**src/rtl/uart_reg_bridge.sv**
```systemverilog
// uart_reg_bridge: byte-level UART command responder that reads and writes an
// 8-bit register bus and answers with a status byte plus optional read data.
// Build option: define UART_BRIDGE_CHECKSUM_EN to require a trailing XOR
// checksum byte on every request frame.
module uart_reg_bridge #(
  parameter int unsigned BUS_TIMEOUT   = 255,
  parameter int unsigned FRAME_TIMEOUT = 65535
) (
  input  logic       clk,
  input  logic       rst,
  input  logic [7:0] rx_data,
  input  logic       rx_valid,
  input  logic       rx_error,
  output logic [7:0] tx_data,
  output logic       tx_valid,
  input  logic       tx_ready,
  output logic       reg_req,
  output logic       reg_we,
  output logic [7:0] reg_addr,
  output logic [7:0] reg_wdata,
  input  logic [7:0] reg_rdata,
  input  logic       reg_ack,
  output logic       busy,
  output logic       overrun
);

  localparam logic [7:0]  CMD_WRITE   = 8'h57;
  localparam logic [7:0]  CMD_READ    = 8'h52;
  localparam logic [7:0]  RSP_OK      = 8'h4B;
  localparam logic [7:0]  RSP_ERR     = 8'h45;
  localparam logic [15:0] BUS_LIMIT   = 16'(BUS_TIMEOUT);
  localparam logic [15:0] FRAME_LIMIT = 16'(FRAME_TIMEOUT);
  localparam logic [15:0] CNT_MAX     = 16'hFFFF;

  typedef enum logic [2:0] {
    IDLE,
    GET_ADDR,
    GET_DATA,
`ifdef UART_BRIDGE_CHECKSUM_EN
    GET_CSUM,
`endif
    BUS,
    SEND_STAT,
    SEND_DATA
  } state_t;

  state_t      state;
  state_t      next_state;
  logic [7:0]  status_q;
  logic [7:0]  rdata_q;
  logic [15:0] frame_cnt;
  logic [15:0] bus_cnt;
  logic        in_get;
  logic        frame_expired;
  logic        bus_expired;
  logic        dropping;
  logic        cmd_ok;
`ifdef UART_BRIDGE_CHECKSUM_EN
  logic [7:0]  csum;
`endif

`ifdef UART_BRIDGE_CHECKSUM_EN
  assign in_get = (state == GET_ADDR) || (state == GET_DATA) || (state == GET_CSUM);
`else
  assign in_get = (state == GET_ADDR) || (state == GET_DATA);
`endif
  assign frame_expired = (frame_cnt == FRAME_LIMIT);
  assign bus_expired   = (bus_cnt == BUS_LIMIT);
  assign dropping      = rx_valid && ((state == BUS) || (state == SEND_STAT) || (state == SEND_DATA));
  assign cmd_ok        = !rx_error && ((rx_data == CMD_WRITE) || (rx_data == CMD_READ));

  // State register; reset abandons any frame or bus access in progress.
  always_ff @(posedge clk) begin
    if (rst) state <= IDLE;
    else     state <= next_state;
  end

  // Next-state decode: frame parsing, bus wait and response handshakes.
  always_comb begin
    next_state = state;
    case (state)
      IDLE: begin
        if (rx_valid) next_state = cmd_ok ? GET_ADDR : SEND_STAT;
      end
      GET_ADDR: begin
        if (rx_valid) begin
          if (rx_error)    next_state = SEND_STAT;
          else if (reg_we) next_state = GET_DATA;
`ifdef UART_BRIDGE_CHECKSUM_EN
          else             next_state = GET_CSUM;
`else
          else             next_state = BUS;
`endif
        end else if (frame_expired) begin
          next_state = IDLE;
        end
      end
      GET_DATA: begin
        if (rx_valid) begin
`ifdef UART_BRIDGE_CHECKSUM_EN
          next_state = rx_error ? SEND_STAT : GET_CSUM;
`else
          next_state = rx_error ? SEND_STAT : BUS;
`endif
        end else if (frame_expired) begin
          next_state = IDLE;
        end
      end
`ifdef UART_BRIDGE_CHECKSUM_EN
      GET_CSUM: begin
        if (rx_valid)           next_state = (rx_error || (rx_data != csum)) ? SEND_STAT : BUS;
        else if (frame_expired) next_state = IDLE;
      end
`endif
      BUS: begin
        if (reg_ack || bus_expired) next_state = SEND_STAT;
      end
      SEND_STAT: begin
        if (tx_ready) next_state = ((status_q == RSP_OK) && !reg_we) ? SEND_DATA : IDLE;
      end
      SEND_DATA: begin
        if (tx_ready) next_state = IDLE;
      end
      default: next_state = IDLE;
    endcase
  end

  // Datapath: latch frame fields, capture read data and status, run the
  // saturating frame and bus wait counters, and flag dropped bytes.
  always_ff @(posedge clk) begin
    if (rst) begin
      reg_we    <= 1'b0;
      reg_addr  <= 8'h00;
      reg_wdata <= 8'h00;
      rdata_q   <= 8'h00;
      status_q  <= 8'h00;
      frame_cnt <= 16'h0000;
      bus_cnt   <= 16'h0000;
      overrun   <= 1'b0;
`ifdef UART_BRIDGE_CHECKSUM_EN
      csum      <= 8'h00;
`endif
    end else begin
      overrun <= dropping;
      if ((state == IDLE) && rx_valid && cmd_ok)           reg_we    <= (rx_data == CMD_WRITE);
      if ((state == GET_ADDR) && rx_valid && !rx_error)    reg_addr  <= rx_data;
      if ((state == GET_DATA) && rx_valid && !rx_error)    reg_wdata <= rx_data;
      if ((state == BUS) && reg_ack)                       rdata_q   <= reg_rdata;
      if ((next_state == SEND_STAT) && (state != SEND_STAT))
        status_q <= ((state == BUS) && reg_ack) ? RSP_OK : RSP_ERR;
      if (!in_get || rx_valid)     frame_cnt <= 16'h0000;
      else if (frame_cnt != CNT_MAX) frame_cnt <= frame_cnt + 16'h0001;
      if (state != BUS)            bus_cnt <= 16'h0000;
      else if (bus_cnt != CNT_MAX) bus_cnt <= bus_cnt + 16'h0001;
`ifdef UART_BRIDGE_CHECKSUM_EN
      if (state == IDLE)             csum <= rx_data;
      else if (in_get && rx_valid)   csum <= csum ^ rx_data;
`endif
    end
  end

  // Outputs decoded from state: bus request, response byte and busy flag.
  always_comb begin
    busy     = (state != IDLE);
    reg_req  = (state == BUS);
    tx_valid = 1'b0;
    tx_data  = 8'h00;
    case (state)
      SEND_STAT: begin
        tx_valid = 1'b1;
        tx_data  = status_q;
      end
      SEND_DATA: begin
        tx_valid = 1'b1;
        tx_data  = rdata_q;
      end
      default: ;
    endcase
  end

endmodule
```
**config.mk**
```make
export PLATFORM = sky130hd
export DESIGN_NAME = uart_reg_bridge
export DESIGN_NICKNAME = d
export VERILOG_FILES = /design/src/rtl/uart_reg_bridge.sv
export SDC_FILE = /design/constraint.sdc
export NUM_CORES = 1
export LEC_CHECK = 0
export CORE_MARGIN = 2
export CORE_UTILIZATION = 30
export DETAILED_ROUTE_END_ITERATION = 8
export PLACE_DENSITY = 0.49
export SLEW_MARGIN = 0
export SYNTH_ARGS = -nofsm -noshare
export SYNTH_HDL_FRONTEND = slang
export SYNTH_SLANG_ARGS = --single-unit
```
**constraint.sdc**
```tcl
create_clock -name clk -period 4.75 [get_ports clk]
set_clock_uncertainty 0.15 [all_clocks]
set_input_delay 0.7125 -clock clk [delete_from_list [all_inputs] [get_ports clk]]
set_output_delay 0.7125 -clock clk [all_outputs]
set_load 0.1 [all_outputs]
```
After elaboration in Yosys (flattened, before gate mapping)
Index checks and enable logic that the tools add are counted.
- equal/unequal tests: 15
- reductions and logical operators: 25
- mux-type cells: 16
- add/sub/neg operators: 2
- operators with widths (operator ; count):
    3-bit two-way mux ; 11
    16-bit by 1-bit adder with 16-bit output (second input constant) ; 2
    16-bit inequality test (second input constant) ; 2
    8-bit by 7-bit equality test with 1-bit output (second input constant) ; 3
    3-bit one-hot mux with 6 select lines ; 1
    16-bit equality test (second input constant) ; 1
    16-bit by 8-bit equality test with 1-bit output (second input constant) ; 1
    8-bit one-hot mux with 2 select lines ; 1
    1-bit logical AND ; 11
    3-bit equality test (second input constant) ; 3
    3-bit by 2-bit equality test with 1-bit output (second input constant) ; 2
    1-bit logical OR ; 6
    2-bit OR reduction ; 3
    4-bit two-way mux ; 1
    3-bit by 1-bit equality test with 1-bit output (second input constant) ; 1
    1-bit zero test ; 3
    3-bit zero test ; 1
    3-bit by 2-bit inequality test with 1-bit output (second input constant) ; 1
    3-bit inequality test (second input constant) ; 1
    3-bit nonzero test ; 1
    1-bit two-way mux ; 2
- bits of input ports: 22
- word-level logic and storage cells: 67
- bits in registers: 69
- output and inout bits: 29

Longest topological paths before layout
- depth after elaboration: 8
- mapped depth: 7
- mapped depth without buffers: 6

Worst setup path after synthesis
OpenSTA, ideal clock, no wires.
- path type: reg-to-output
- start: reg state[2]
- end: out tx_data[4]
- data required time: 3888 ps
- slack: 1545 ps
- data arrival time: 2343 ps
- stages on the path, launching flop included: 5
- buffers on the path: 1
- cell sequence: dfxtp_1 -> clkbuf_1 -> nand2b_1 -> inv_1 -> and3_1
- word-level cells in the longest chain between the ends: 2
- elaborated cells between the ends (all ways): 3
- classes of those cells: eq/ne: 2; mux: 1
- ends and longest elaborated chain (what ; RTL line ; source):
    from (decl) ; 47 ; state_t state;
    from (signal assigned) ; 75 ; else state <= next_state;
    3-bit equality test ; 168 ; case (state)
    8-bit one-hot mux with 2 select lines * ; 168 ;
    to (decl) ; 14 ; output logic [7:0] tx_data,
Mark *: on every way between the ends. The rest lies on a longest branch, timed or not.

Worst setup path after layout
- start: reg state[0]
- end: out reg_req
- word-level cells in the longest chain between the ends: 1
- ends and longest elaborated chain (what ; RTL line ; source):
    3-bit by 2-bit equality test with 1-bit output ; 165 ; reg_req = (state == BUS);
    to (decl) ; 17 ; output logic reg_req,
Every way passes these cells.

==> summary.txt <==
Floorplanning
  – Die ar.: 10760 µm²
  – Initial Utilization: 0.3067
  – # rows: 36
  – Die H: 103.7 µm
  – Core Footprint: 9729 µm²
  – Ports: 51
  – Die Width: 103.7 µm

Clock network
  – Deepest clock path buffer count: 2
  – Clock root buffer: clkbuf_8
  – Num CTS Buffers: 9
  – Hold-fix buffers, CTS: 0
  – CTS H-tree depth: 3
  – Postcts setup bufs: 0
  – CTS tree: yes
  – Post-cts sizing count: 0
  – Clock Pin Slew Worst Setup and Hold Paths: 80 ps
  – CTS sink count: 64
  – Worst skew pair latency: 340 ps

Logic synthesis
  – Synth Flop Type: dfxtp_1
  – Syn_nets: 382
  – EDFF count, synth: 0
  – Mapped Cells: 358
  – Seq cells post-synth: 64
  – Seq/Total Area, Yosys: 0.4294
  – Synth top area share: 0.4294
  – Synth warnings: 0
  – Ys async rst share: 0
  – Mapped Avg Cell Area: 8.336 µm²
  – Syn Std Cell Area: 2984 µm²
  – Unique masters post-synth: 51
  – Synth area leader: dfxtp_1
  – Area contributors post-synth: dfxtp_1, a21oi_1, nor2_1

Cells and area
  – ANT cells: 0
  – Most frequent cells in the layout: dfxtp_1, clkdlybuf4s50_1, nor2_1
  – Layout cells sized above 1: 0.07073
  – Final instance area: 3835 µm²
  – Area grow syn2layout: 28.51%
  – Commonest non-fill, non-tap cell in the layout: dfxtp_1
  – Number of fill cells: 1037
  – Nets@finish: 429
  – Fin util: 0.3942

Job
  – Max-cap violations: 0

Critical path
  – CP Capture Type: output port
  – Max stage delay cell, worst path: clkdlybuf4s50_1
  – Critical path startpoint category: flip-flop
  – CP cell instances: nand3b_1 -> inv_1 -> clkdlybuf4s50_1
  – WS Path Type: reg2out
  – Worst EP required: 3890 ps
  – Max FO, Critical Path: 18
  – Worst path bufs/invs: 2
  – Crit path max-delay family: buffers and inverters
  – Critical Path AT: 2710 ps
  – Slowest stage delay, CP: 1140 ps

Power
  – Net Sw Frac: 0.2886
  – Comb power frac: 0.153
  – Sw Pwr: 0.3816 mW
  – Pleak: 1.324 nW
  – Flop pwr share: 0.430
  – Internal power: 0.9405 mW
  – Clk pwr share: 0.418
  – Max VDD drop: 0.0001752 V
  – Pwr dens: 344.7 nW/µm²

Route
  – DRT iter0 DRCs: 79
  – Number of remaining DRC errors: 0
  – Via Count: 2652
  – Vias per cell: 4.884
  – DR pass1 iterations: 4
  – DR WL/cell: 12.75 µm
  – Post-Route WL: 6922 µm
  – Routed Antenna Nets: 0

Place
  – Dpl cell area: 3597 µm²
  – Dpl ws: 1527 ps
  – Post-DP HPWL: 4794 µm
  – GP Congestion: 0.7537
  – Port Buffers: 50

STA
  – Min Clock Period, post-route: 3569 ps
  – Setup TNS: 0 ps
  – Final hold vios: 0
  – Hold WS: 299.9 ps
  – Slew HR: 0.3155
  – Final Setup Violations: 0
  – RSZ-0062 raised after global routing: no
  – Final slew viol count: 0
  – Post-route setup slack: 1181 ps
  – Slew @ Worst Pin: 1018 ps
  – Fmax achieved: 0.2802 GHz
  – Final Cycle Share: 0.7514

Global routing
  – Vias in the first global route: 2505
  – Grt ovf: 0
  – Tot GR Track Use: 0.1323
  – First-pass GRT wire length: 11720 µm
  – Antenna violations before repair: 0
  – Largest net degree at the start of global routing: 37

Run status
  – Status: completed

Worst hold path
  – Hold Crit Class: reg2reg
[registers in the layout, summed over array words and instances, names as in the netlist]
signal,flops
bus_cnt,16
rdata_q,8
reg_we,1
overrun,1
frame_cnt,16
status_q,3
state,3
reg_addr,8
reg_wdata,8
[cell type report]
| cell class | count | area (µm²) | area share |
|---|---|---|---|
| Timing Repair Buffer | 52 | 515.5 | 0.1344 |
| Sequential cell | 64 | 1281 | 0.3341 |
| Multi-Input combinational cell | 269 | 1600 | 0.4173 |
| Clock inverter | 5 | 86.33 | 0.02251 |
| Clock buffer | 11 | 151.4 | 0.03948 |
| Inverter | 9 | 33.78 | 0.008809 |
| Tap cell | 133 | 166.4 | 0.04339 |
[power by group through the flow]
stage | Clock, mW | Sequential, mW | Combinational, mW
final | 0.552 | 0.568 | 0.202
after floorplan | 0 | 0.585 | 0.138
after CTS | 0.572 | 0.568 | 0.205
after detailed placement | 0 | 0.580 | 0.204
after global routing | 0.598 | 0.570 | 0.216
after global placement | 0 | 0.579 | 0.205
[layer usage]
metal,track usage,vias to the layer above,part of all wire
met1,0.1606,1233,0.48
li1,-,1360,-
met5,0,-,0
met2,0.2157,52,0.46
met3,0.05286,7,0.052
met4,0.04054,0,0.013
[path summary, 6_finish.rpt]
| kind | startpoint | end | slack (ps) | cells past startpoint |
|---|---|---|---|---|
| hold / removal | status_q[0] | status_q[0] | 300 | 2 |
| hold reg to reg | status_q[0] | status_q[0] | 300 | 2 |
| setup / recovery | state[0] | reg_req | 1180 | 3 |
| setup reg to reg | state[0] | bus_cnt[6] | 2360 | 4 |
[cells in the mapped netlist (4+ instances only)]
| library cell | number |
|---|---|
| inv_1 | 8 |
| buf_2 | 4 |
| nand2_1 | 42 |
| a21oi_1 | 35 |
| and3_1 | 6 |
| xnor2_1 | 10 |
| nor3_1 | 11 |
| o21ai_1 | 9 |
| nand4_1 | 8 |
| or4_1 | 4 |
| xor2_1 | 8 |
| mux2i_1 | 10 |
| dfxtp_1 | 64 |
| o21ai_0 | 5 |
| nand3_1 | 21 |
| or3_1 | 7 |
| clkbuf_1 | 11 |
| nor2_1 | 43 |
[logic make-up (layout without fill, tap and decap cells)]
group,after synthesis,in the layout,share of synthesized area
AND/OR/NAND/NOR,172,172,0.3040
buffers and inverters,25,77,0.03438
XOR/XNOR,18,18,0.05283
AO/OA/AOI/OAI,67,67,0.1375
flip-flops,64,64,0.4294
multiplexers,10,10,0.03354
adder cells (fa/ha/maj),2,2,0.008384
[tightest hold or removal path, cell delays in order, from the launching register on]
cell     delay [ps]
dfxtp_1         310
inv_1            50
a21oi_1          50
[per-stage QoR]
stage	cells	total power, mW
global placement	527	0.7841
CTS	543	1.345
finish	543	1.322
global route	543	1.384
floorplan	358	0.7226
detailed placement	527	0.7847
(Power assumes the default switching activity.)
